==> src/rtl/uart_tx_fifo_if.sv <==
// ============================================================================
//  Module      : uart_tx_fifo_if
//  Description : Write-side valid/ready handshake into the buffered UART
//                transmitter.
//  Revision    : 1.0 - initial release
// ============================================================================
`default_nettype none

interface uart_tx_fifo_if #(
   parameter int DATA_BITS = 8
);
   logic                 wr_valid;
   logic [DATA_BITS-1:0] wr_data;
   logic                 wr_ready;

   modport master (
      output wr_valid,
      output wr_data,
      input  wr_ready
   );

   modport slave (
      input  wr_valid,
      input  wr_data,
      output wr_ready
   );
endinterface

`default_nettype wire

==> src/rtl/uart_tx_fifo.sv <==
// ============================================================================
//  Module      : uart_tx_fifo
//  Description : FIFO-buffered UART transmitter: start, DATA_BITS data bits
//                LSB first, optional even parity (UART_PARITY_EN), STOP_BITS.
//  Revision    : 1.0 - initial release
// ============================================================================
`default_nettype none

module uart_tx_fifo #(
   parameter int CLK_HZ     = 125000000,
   parameter int BAUD       = 115200,
   parameter int DATA_BITS  = 8,
   parameter int STOP_BITS  = 1,
   parameter int FIFO_DEPTH = 16
) (
   input  wire logic                              sysclk_i,
   input  wire logic                              reset_btn_i,
   uart_tx_fifo_if.slave                          wr_if,
   output logic                                   uart_tx_o,
   output logic                                   busy_o,
   output logic [$clog2(FIFO_DEPTH+1)-1:0]        fifo_count_o,
   output logic                                   tx_done_o
);

   localparam int c_div    = (CLK_HZ + BAUD / 2) / BAUD;
   localparam int c_bcnt_w = (c_div > 2) ? $clog2(c_div) : 1;
   localparam int c_ptr_w  = $clog2(FIFO_DEPTH);
   localparam int c_fcnt_w = $clog2(FIFO_DEPTH + 1);
   localparam int c_idx_w  = $clog2(DATA_BITS);

   localparam logic [c_bcnt_w-1:0] c_reload   = c_bcnt_w'(c_div - 1);
   localparam logic [c_fcnt_w-1:0] c_full     = c_fcnt_w'(FIFO_DEPTH);
   localparam logic [c_idx_w-1:0]  c_last_bit = c_idx_w'(DATA_BITS - 1);
   localparam logic [c_idx_w-1:0]  c_last_stp = c_idx_w'(STOP_BITS - 1);

   typedef enum logic [2:0] {
      S_IDLE   = 3'd0,
      S_START  = 3'd1,
      S_DATA   = 3'd2,
`ifdef UART_PARITY_EN
      S_PARITY = 3'd3,
`endif
      S_STOP   = 3'd4
   } state_t;

   // ------------------------------------------------------------------
   // FIFO storage and bookkeeping
   // ------------------------------------------------------------------
   logic [DATA_BITS-1:0] mem [FIFO_DEPTH];
   logic [c_ptr_w-1:0]   wr_ptr_q, rd_ptr_q;
   logic [c_fcnt_w-1:0]  count_q, count_d;
   logic                 w_push, w_pop, w_full, w_empty;
   logic [DATA_BITS-1:0] w_head;

   assign w_full  = (count_q == c_full);
   assign w_empty = (count_q == '0);
   assign w_push  = wr_if.wr_valid && !w_full;
   assign w_head  = mem[rd_ptr_q];

   always_ff @(posedge sysclk_i) begin
      if (w_push) begin
         mem[wr_ptr_q] <= wr_if.wr_data;
      end
   end

   always_comb begin
      count_d = count_q;
      case ({w_push, w_pop})
         2'b10:   count_d = count_q + 1'b1;
         2'b01:   count_d = count_q - 1'b1;
         default: count_d = count_q;
      endcase
   end

   // Depth is a power of two, so the pointers wrap by natural overflow.
   always_ff @(posedge sysclk_i or posedge reset_btn_i) begin
      if (reset_btn_i) begin
         wr_ptr_q <= '0;
         rd_ptr_q <= '0;
         count_q  <= '0;
      end else begin
         if (w_push) begin
            wr_ptr_q <= wr_ptr_q + 1'b1;
         end
         if (w_pop) begin
            rd_ptr_q <= rd_ptr_q + 1'b1;
         end
         count_q <= count_d;
      end
   end

   // ------------------------------------------------------------------
   // Framing FSM
   // ------------------------------------------------------------------
   state_t               state_q, state_d;
   logic [c_bcnt_w-1:0]  bcnt_q, bcnt_d;
   logic [c_idx_w-1:0]   idx_q, idx_d;
   logic [DATA_BITS-1:0] shift_q, shift_d;
   logic                 tx_q, tx_d;
   logic                 done_q, done_d;
   logic                 w_bit_end;
`ifdef UART_PARITY_EN
   logic                 par_q, par_d;
`endif

   assign w_bit_end = (bcnt_q == '0);

   always_comb begin
      state_d = state_q;
      bcnt_d  = bcnt_q;
      idx_d   = idx_q;
      shift_d = shift_q;
      tx_d    = tx_q;
      done_d  = 1'b0;
      w_pop   = 1'b0;
`ifdef UART_PARITY_EN
      par_d   = par_q;
`endif
      case (state_q)
         S_IDLE: begin
            if (!w_empty) begin
               w_pop   = 1'b1;
               shift_d = w_head;
`ifdef UART_PARITY_EN
               par_d   = ^w_head;
`endif
               bcnt_d  = c_reload;
               tx_d    = 1'b0;
               state_d = S_START;
            end
         end

         S_START: begin
            if (w_bit_end) begin
               bcnt_d  = c_reload;
               idx_d   = '0;
               tx_d    = shift_q[0];
               state_d = S_DATA;
            end else begin
               bcnt_d = bcnt_q - 1'b1;
            end
         end

         S_DATA: begin
            if (w_bit_end) begin
               bcnt_d = c_reload;
               if (idx_q == c_last_bit) begin
`ifdef UART_PARITY_EN
                  tx_d    = par_q;
                  state_d = S_PARITY;
`else
                  tx_d    = 1'b1;
                  idx_d   = '0;
                  state_d = S_STOP;
`endif
               end else begin
                  // Line bit is taken from position 1 before the shift lands.
                  idx_d   = idx_q + 1'b1;
                  shift_d = shift_q >> 1;
                  tx_d    = shift_q[1];
               end
            end else begin
               bcnt_d = bcnt_q - 1'b1;
            end
         end

`ifdef UART_PARITY_EN
         S_PARITY: begin
            if (w_bit_end) begin
               bcnt_d  = c_reload;
               idx_d   = '0;
               tx_d    = 1'b1;
               state_d = S_STOP;
            end else begin
               bcnt_d = bcnt_q - 1'b1;
            end
         end
`endif

         S_STOP: begin
            if (w_bit_end) begin
               bcnt_d = c_reload;
               if (idx_q == c_last_stp) begin
                  done_d = 1'b1;
                  // Chain straight into the next frame with no idle gap.
                  if (!w_empty) begin
                     w_pop   = 1'b1;
                     shift_d = w_head;
`ifdef UART_PARITY_EN
                     par_d   = ^w_head;
`endif
                     tx_d    = 1'b0;
                     state_d = S_START;
                  end else begin
                     bcnt_d  = '0;
                     tx_d    = 1'b1;
                     state_d = S_IDLE;
                  end
               end else begin
                  idx_d = idx_q + 1'b1;
               end
            end else begin
               bcnt_d = bcnt_q - 1'b1;
            end
         end

         default: begin
            bcnt_d  = '0;
            tx_d    = 1'b1;
            state_d = S_IDLE;
         end
      endcase
   end

   always_ff @(posedge sysclk_i or posedge reset_btn_i) begin
      if (reset_btn_i) begin
         state_q <= S_IDLE;
         bcnt_q  <= '0;
         idx_q   <= '0;
         shift_q <= '0;
         tx_q    <= 1'b1;
         done_q  <= 1'b0;
`ifdef UART_PARITY_EN
         par_q   <= 1'b0;
`endif
      end else begin
         state_q <= state_d;
         bcnt_q  <= bcnt_d;
         idx_q   <= idx_d;
         shift_q <= shift_d;
         tx_q    <= tx_d;
         done_q  <= done_d;
`ifdef UART_PARITY_EN
         par_q   <= par_d;
`endif
      end
   end

   // ------------------------------------------------------------------
   // Outputs
   // ------------------------------------------------------------------
   assign wr_if.wr_ready = !w_full;
   assign uart_tx_o      = tx_q;
   assign busy_o         = (state_q != S_IDLE) || !w_empty;
   assign fifo_count_o   = count_q;
   assign tx_done_o      = done_q;

endmodule

`default_nettype wire

==> src/flat_wrapper.sv <==
// flat-port wrapper written by rule: the top's interface ports become plain ports
module uart_tx_fifo_flat 
#(
   parameter int CLK_HZ     = 125000000,
   parameter int BAUD       = 115200,
   parameter int DATA_BITS  = 8,
   parameter int STOP_BITS  = 1,
   parameter int FIFO_DEPTH = 16
)
  (sysclk_i, reset_btn_i, uart_tx_o, busy_o, fifo_count_o, tx_done_o, wr_if_wr_valid, wr_if_wr_data, wr_if_wr_ready);
  uart_tx_fifo_if #(.DATA_BITS(DATA_BITS)) wr_if_i ();
  input  wire logic sysclk_i;
  input  wire logic reset_btn_i;
  output logic uart_tx_o;
  output logic busy_o;
  output logic [$clog2(FIFO_DEPTH+1)-1:0] fifo_count_o;
  output logic tx_done_o;
  input wire logic [$bits(wr_if_i.wr_valid)-1:0] wr_if_wr_valid;
  input wire logic [$bits(wr_if_i.wr_data)-1:0] wr_if_wr_data;
  output wire logic [$bits(wr_if_i.wr_ready)-1:0] wr_if_wr_ready;
  assign wr_if_i.wr_valid = wr_if_wr_valid;
  assign wr_if_i.wr_data = wr_if_wr_data;
  assign wr_if_wr_ready = wr_if_i.wr_ready;
  uart_tx_fifo #(.CLK_HZ(CLK_HZ), .BAUD(BAUD), .DATA_BITS(DATA_BITS), .STOP_BITS(STOP_BITS), .FIFO_DEPTH(FIFO_DEPTH)) u_core (.sysclk_i(sysclk_i), .reset_btn_i(reset_btn_i), .wr_if(wr_if_i), .uart_tx_o(uart_tx_o), .busy_o(busy_o), .fifo_count_o(fifo_count_o), .tx_done_o(tx_done_o));
endmodule
==> config.mk <==
export PLATFORM = sky130hd
export DESIGN_NAME = uart_tx_fifo_flat
export DESIGN_NICKNAME = d
export VERILOG_FILES = /design/src/rtl/uart_tx_fifo_if.sv /design/src/rtl/uart_tx_fifo.sv /design/src/flat_wrapper.sv
export SDC_FILE = /design/constraint.sdc
export NUM_CORES = 1
export LEC_CHECK = 0
export ABC_AREA = 1
export CORE_MARGIN = 1.5
export CORE_UTILIZATION = 56
export CTS_BUF_LIST = sky130_fd_sc_hd__clkbuf_8 sky130_fd_sc_hd__clkbuf_16
export DETAILED_ROUTE_END_ITERATION = 10
export PLACE_DENSITY = 0.76
export SKIP_LAST_GASP = 1
export SLEW_MARGIN = 20
export SYNTH_ARGS = -nofsm -noshare
export SYNTH_HDL_FRONTEND = slang
export SYNTH_SLANG_ARGS = --single-unit
==> constraint.sdc <==
create_clock -name sysclk_i -period 2.5 [get_ports sysclk_i]
set_input_delay 0.75 -clock sysclk_i [delete_from_list [all_inputs] [get_ports sysclk_i]]
set_output_delay 0.75 -clock sysclk_i [all_outputs]
set_load 0.1 [all_outputs]
Word level (Yosys, flattened, before mapping)
Memory sizes are Yosys's and may differ from the RTL's.
Index checks and enable logic that the tools add are counted.
{"block": "classes", "n_addsub": 6, "n_eq_ne": 15, "n_mux": 44, "reduce_logical": 17}
{"operator": "$mux W11", "n": 5}
{"operator": "$mux W8", "n": 5}
{"operator": "$mux W3", "n": 11}
{"operator": "$pmux W11 S3", "n": 1}
{"operator": "$pmux W8 S3", "n": 1}
{"operator": "$mux W1", "n": 16}
{"operator": "$reduce_and A5 Y1", "n": 3}
{"operator": "$pmux W3 S4", "n": 1}
{"operator": "$logic_not A11 Y1", "n": 1}
{"operator": "$sub A11 B1 Y11 const B", "n": 1}
{"operator": "$ne A2 B1 Y1 const B", "n": 5}
{"operator": "$pmux W5 S2", "n": 1}
{"operator": "$pmux W3 S3", "n": 1}
{"operator": "$reduce_bool A3 Y1", "n": 3}
{"operator": "$add A4 B1 Y4 const B", "n": 2}
{"operator": "$eq A3 B3 Y1 const B", "n": 2}
{"operator": "$logic_not A3 Y1", "n": 2}
{"operator": "$ne A2 B2 Y1 const B", "n": 3}
{"operator": "$reduce_and A6 Y1", "n": 1}
{"operator": "$add A5 B1 Y5 const B", "n": 1}
{"operator": "$eq A5 B5 Y1 const B", "n": 1}
{"operator": "$logic_not A5 Y1", "n": 1}
{"operator": "$sub A5 B1 Y5 const B", "n": 1}
{"operator": "$pmux W1 S4", "n": 1}
{"operator": "other kinds (11)", "n": 12}
{"block": "word_totals", "register_bits": 40, "ramBits": 128, "inputBits": 11, "out_inout_bits": 9, "word_cells": 92, "mem_count": 1}
{"memory": "u_core.mem", "words": 16, "width": 8, "rd": 1, "rd_ports_with_merged_regs": 0, "wr": 1, "line_no": "uart_tx_fifo.sv:49", "source": "logic [DATA_BITS-1:0] mem [FIFO_DEPTH];"}

Logic depth before layout (Yosys ltp)
{"block": "depth", "word_depth": 7, "ltp_mapped": 18, "mapped_depth_nobuf": 18}

Worst setup path after synthesis
OpenSTA, ideal clock, no wires.
{"block": "synth_timing", "path_kind": "register -> register", "startpoint": "reg u_core.count_q[4] (netlist: u_core.fifo_count_o[4])", "endpoint": "reg u_core.count_q[4] (netlist: u_core.fifo_count_o[4])", "t_arrival_ns": 3.495, "required_ns": 2.373, "slack_ns": -1.122, "stages_incl_launch_ff": 13, "path_buffers": 0, "path_cell_list": "dfrtp_1 > nand3_1 > nand2_1 > ha_1 > inv_1 > fa_1 > inv_1 > nand2_1 > nand2_1 > a21oi_1 > xor2_1 > nand2_1 > o21ai_0"}
{"block": "synth_between", "word_cells_on_any_way": 14, "cone_classes": "2 x add/sub; 3 x eq/ne; 5 x mux; 4 x reduce/logical"}
{"item": "start: declaration", "line_no": "uart_tx_fifo.sv:51", "source": "logic [c_fcnt_w-1:0] count_q, count_d;"}
{"item": "start signal: assignment", "line_no": "uart_tx_fifo.sv:88", "source": "count_q <= count_d;"}
{"item": "$eq A5 B5 Y1 (*)", "line_no": "uart_tx_fifo.sv:55", "source": "assign w_full = (count_q == c_full);"}
{"item": "$logic_not A1 Y1 (*)"}
{"item": "named net wr_if_wr_ready", "line_no": "flat_wrapper.sv:20", "source": "output wire logic [$bits(wr_if_i.wr_ready)-1:0] wr_if_wr_ready;"}
{"item": "$logic_and A1 B1 Y1 (*)", "line_no": "uart_tx_fifo.sv:57", "source": "assign w_push = wr_if.wr_valid && !w_full;"}
{"item": "$eq A2 B1 Y1 or $eq A2 B2 Y1 (tied branches)", "line_no": "uart_tx_fifo.sv:68", "source": "case ({w_push, w_pop})"}
{"item": "$pmux W5 S2 or $reduce_bool A2 Y1 (tied branches)"}
Mark *: on every way through the listed nets, which the timed path passes. The rest lies on a longest branch.
A chain may end at the register's enable or synchronous reset.

Worst setup path after layout
{"block": "layout_timing", "startpoint": "reg u_core.count_q[2] (netlist: u_core.fifo_count_o[2])", "endpoint": "out busy_o"}
{"block": "layout_between", "elab_chain_len": 3}
{"item": "$logic_not A5 Y1", "line_no": "uart_tx_fifo.sv:56", "source": "assign w_empty = (count_q == '0);"}
{"item": "$logic_not A1 Y1"}
{"item": "$logic_or A1 B1 Y1", "line_no": "uart_tx_fifo.sv:244", "source": "assign busy_o = (state_q != S_IDLE) || !w_empty;"}
{"item": "end: declaration", "line_no": "flat_wrapper.sv:15", "source": "output logic busy_o;"}
Every way passes these cells.

==> flow_metrics.tcl <==
set metrics [dict create \
    status "finished, final reports clean" \
    power_density_mw_per_mm2 786 \
    cp.required_ps 1750 \
    syn-num-nets 792 \
    worst_slack_ps 59.1 \
    fin_crit_sh_pct 97.6 \
    drtAntennaViolNets 0 \
    syn_avg_cell_area_um2 10.1 \
    cts_buffers 17 \
    grt_use_total_pct 23.6 \
    avgViaCountPerCell 5.43 \
    synthMostInstantiatedCell "nand2_1" \
    rsz0062_at_grt "yes" \
    drt-met1-wl_mm 6.71 \
    dieArea_mm2 0.0145 \
    irDropWorstVdd_mv 0.601 \
    areaGrowthSynthToFinish_pct 16.4 \
    cp_max_fo 9 \
    finalSetupViolCount 0 \
    slew_headroom_pct 55.8 \
    grt_max_degree 83 \
    fp-row-count 42 \
    async_reset_ff_share_pct 23.8 \
    layout.nets 846 \
    synth-edff-count 128 \
    synth_cells 766 \
    cts_tree "done" \
    synthTopCellsByArea "edfxtp_1 50%, dfrtp_1 13%, nand2_1 9.8%, nand3_1 5.5%, inv_1 3.7%" \
    coreArea_mm2 0.0133 \
    initial_core_util_pct 57.9 \
    grt_pass1_vias 5362 \
    utilization_pct 67.4 \
    maxCapViolations 0 \
    drive_above_1_share_pct 15.5 \
    power_mw 7.07 \
    skew_ps 9.49 \
    cts_max_level 4 \
    fmax_mhz 410 \
    grt_pass1_wl_mm 26.0 \
    synth_seq_cells 168 \
    antenna_found_initial 0 \
    placed_area_mm2 0.00837 \
    power_leakage_nw 3.82 \
    ios 20 \
    vias 5476 \
    yosysWarningCount 0 \
    grt_overflow 0 \
    wl_met2_mm 7.97 \
    post-place-cells 969 \
    gp_congestion 0.838 \
    ys_top_cells_by_count "202 x nand2_1, 128 x edfxtp_1, 85 x nand3_1, 76 x inv_1, 76 x nor2_1" \
    clock-sinks 168 \
    hold_ws_ps 484 \
    met3_length_um 868 \
    yosysTopAreaCell "edfxtp_1" \
    cts-root-buf "clkbuf_16" \
    top_layer "met4" \
    endpoint_kind "output port" \
    avgRoutedWirePerCell_um 15.9 \
    postLayoutCellArea_mm2 0.00899 \
    drt_iter0_drc 501 \
    final_max_slew_viol_count 0 \
    cp.arrival_ps 1690 \
    clk_latency_ps 430 \
    ys_seq_area_share_pct 62.7 \
    dieHeight_um 120 \
    die_x_um 120 \
    layout_min_cycle_time_ps 2440 \
    setup_tns_ps 0 \
    cts_buffer_depth 2 \
    start_kind "register" \
    fin_cells 1008 \
    routed_wl_mm 16.0 \
    synth_top_flop_cell "edfxtp_1" \
    hold_class "reg2reg" \
    dp_hpwl_mm 10.5 \
    firstDrtPassIters 5 \
    drc_errors 0 \
    hold_viol_final 0 \
    syn_area_mm2 0.00773 \
    synth_top_area_share_pct 49.7 \
    placement.io_buffers 19 \
    clkTransAtPathRegs_ps 60 \
    tightest_slew_ps 662 \
    ys_types 37 \
    dp_slack_ps -35.4 \
    crit_type "reg2out" \
    antenna_cells 0 \
]
==> cell families (layout without fill, tap and decap cells) <==
kind of cell    Yosys count  after routing  synth area share, %
fa+ha+maj                15             15                 2.53
buf+inv                 111            177                 5.68
xor+xnor                 12             12                 1.36
compound gates           65             65                 5.21
flops                   168            168                 62.7
simple gates            395            395                 22.5
==> path summary, 6_finish.rpt <==
check	from	end	slack [ps]	cells after the start
worst max-delay path	u_core.fifo_count_o[2]	busy_o	60	6
worst max register to register	u_core.bcnt_q[1]	u_core.fifo_count_o[3]	170	16
min in group asynchronous	reset_btn_i	u_core.bcnt_q[2]	680	3
worst min-delay path	u_core.shift_q[4]	u_core.shift_q[4]	480	2
worst min register to register	u_core.shift_q[4]	u_core.shift_q[4]	480	2
max in group asynchronous	reset_btn_i	u_core.uart_tx_o	1550	3
==> routing by layer <==
layer  up-vias  GRT usage (%)
li1       2656              -
met1      2598           29.5
met2       180           39.3
met3        42           5.42
met4         0           10.8
met5         -              0
==> registers in the layout (all words and copies together) (netlist names) <==
signal,count
u_core.mem,128
u_core.bcnt_q,11
u_core.shift_q,8
u_core.fifo_count_o,5
u_core.rd_ptr_q,4
u_core.wr_ptr_q,4
u_core.idx_q,3
u_core.state_q,3
u_core.tx_done_o,1
u_core.uart_tx_o,1
==> cell usage in the layout, fill, tap and decap left out, drive strengths merged <==
master,n
a21oi,6
clkinvlp,5
dfstp,1
o22ai,1
o22a,1
xnor2,2
and2,1
nand2,206
fa,1
clkinv,3
nand4,3
buf,52
edfxtp,128
ha,14
nor3,3
clkbuf,17
or2,7
o21ai,28
bufinv,1
nor2,87
o211ai,28
nand3,88
clkdlybuf4s50,10
xor2,10
dfrtp,39
inv,89
o21a,1
==> power breakdown <==
part,leakage (nW),internal (mW),total [mW],switching (mW)
clock,0.262,1.37,2.45,1.08
combinational,1.91,0.351,1.15,0.796
sequential,1.64,3.32,3.47,0.150
total,3.82,5.04,7.07,2.03
==> critical path, stage by stage, from the launching register on <==
cell and delay, ps:
dfrtp_4 510, nor2_4 150, nand3_4 120, buf_6 150, nor2_8 90, inv_4 80, buf_12 170
==> layout make-up <==
class	count	area, um2
Inverter	84	318
Tap cell	176	220
Fill cell	1003	4350
Multi-Input combinational cell	487	2490
Clock inverter	14	128
Timing Repair Buffer	62	544
Clock buffer	17	425
Sequential cell	168	4870
==> what timing repair did <==
item                       CTS  global route
gates resized for setup      1             5
setup endpoints to repair    1             3
pin swaps                    2             5
hold buffers                 0             0
setup buffers                2             6
Note: power is estimated with default switching activity, not from simulation.
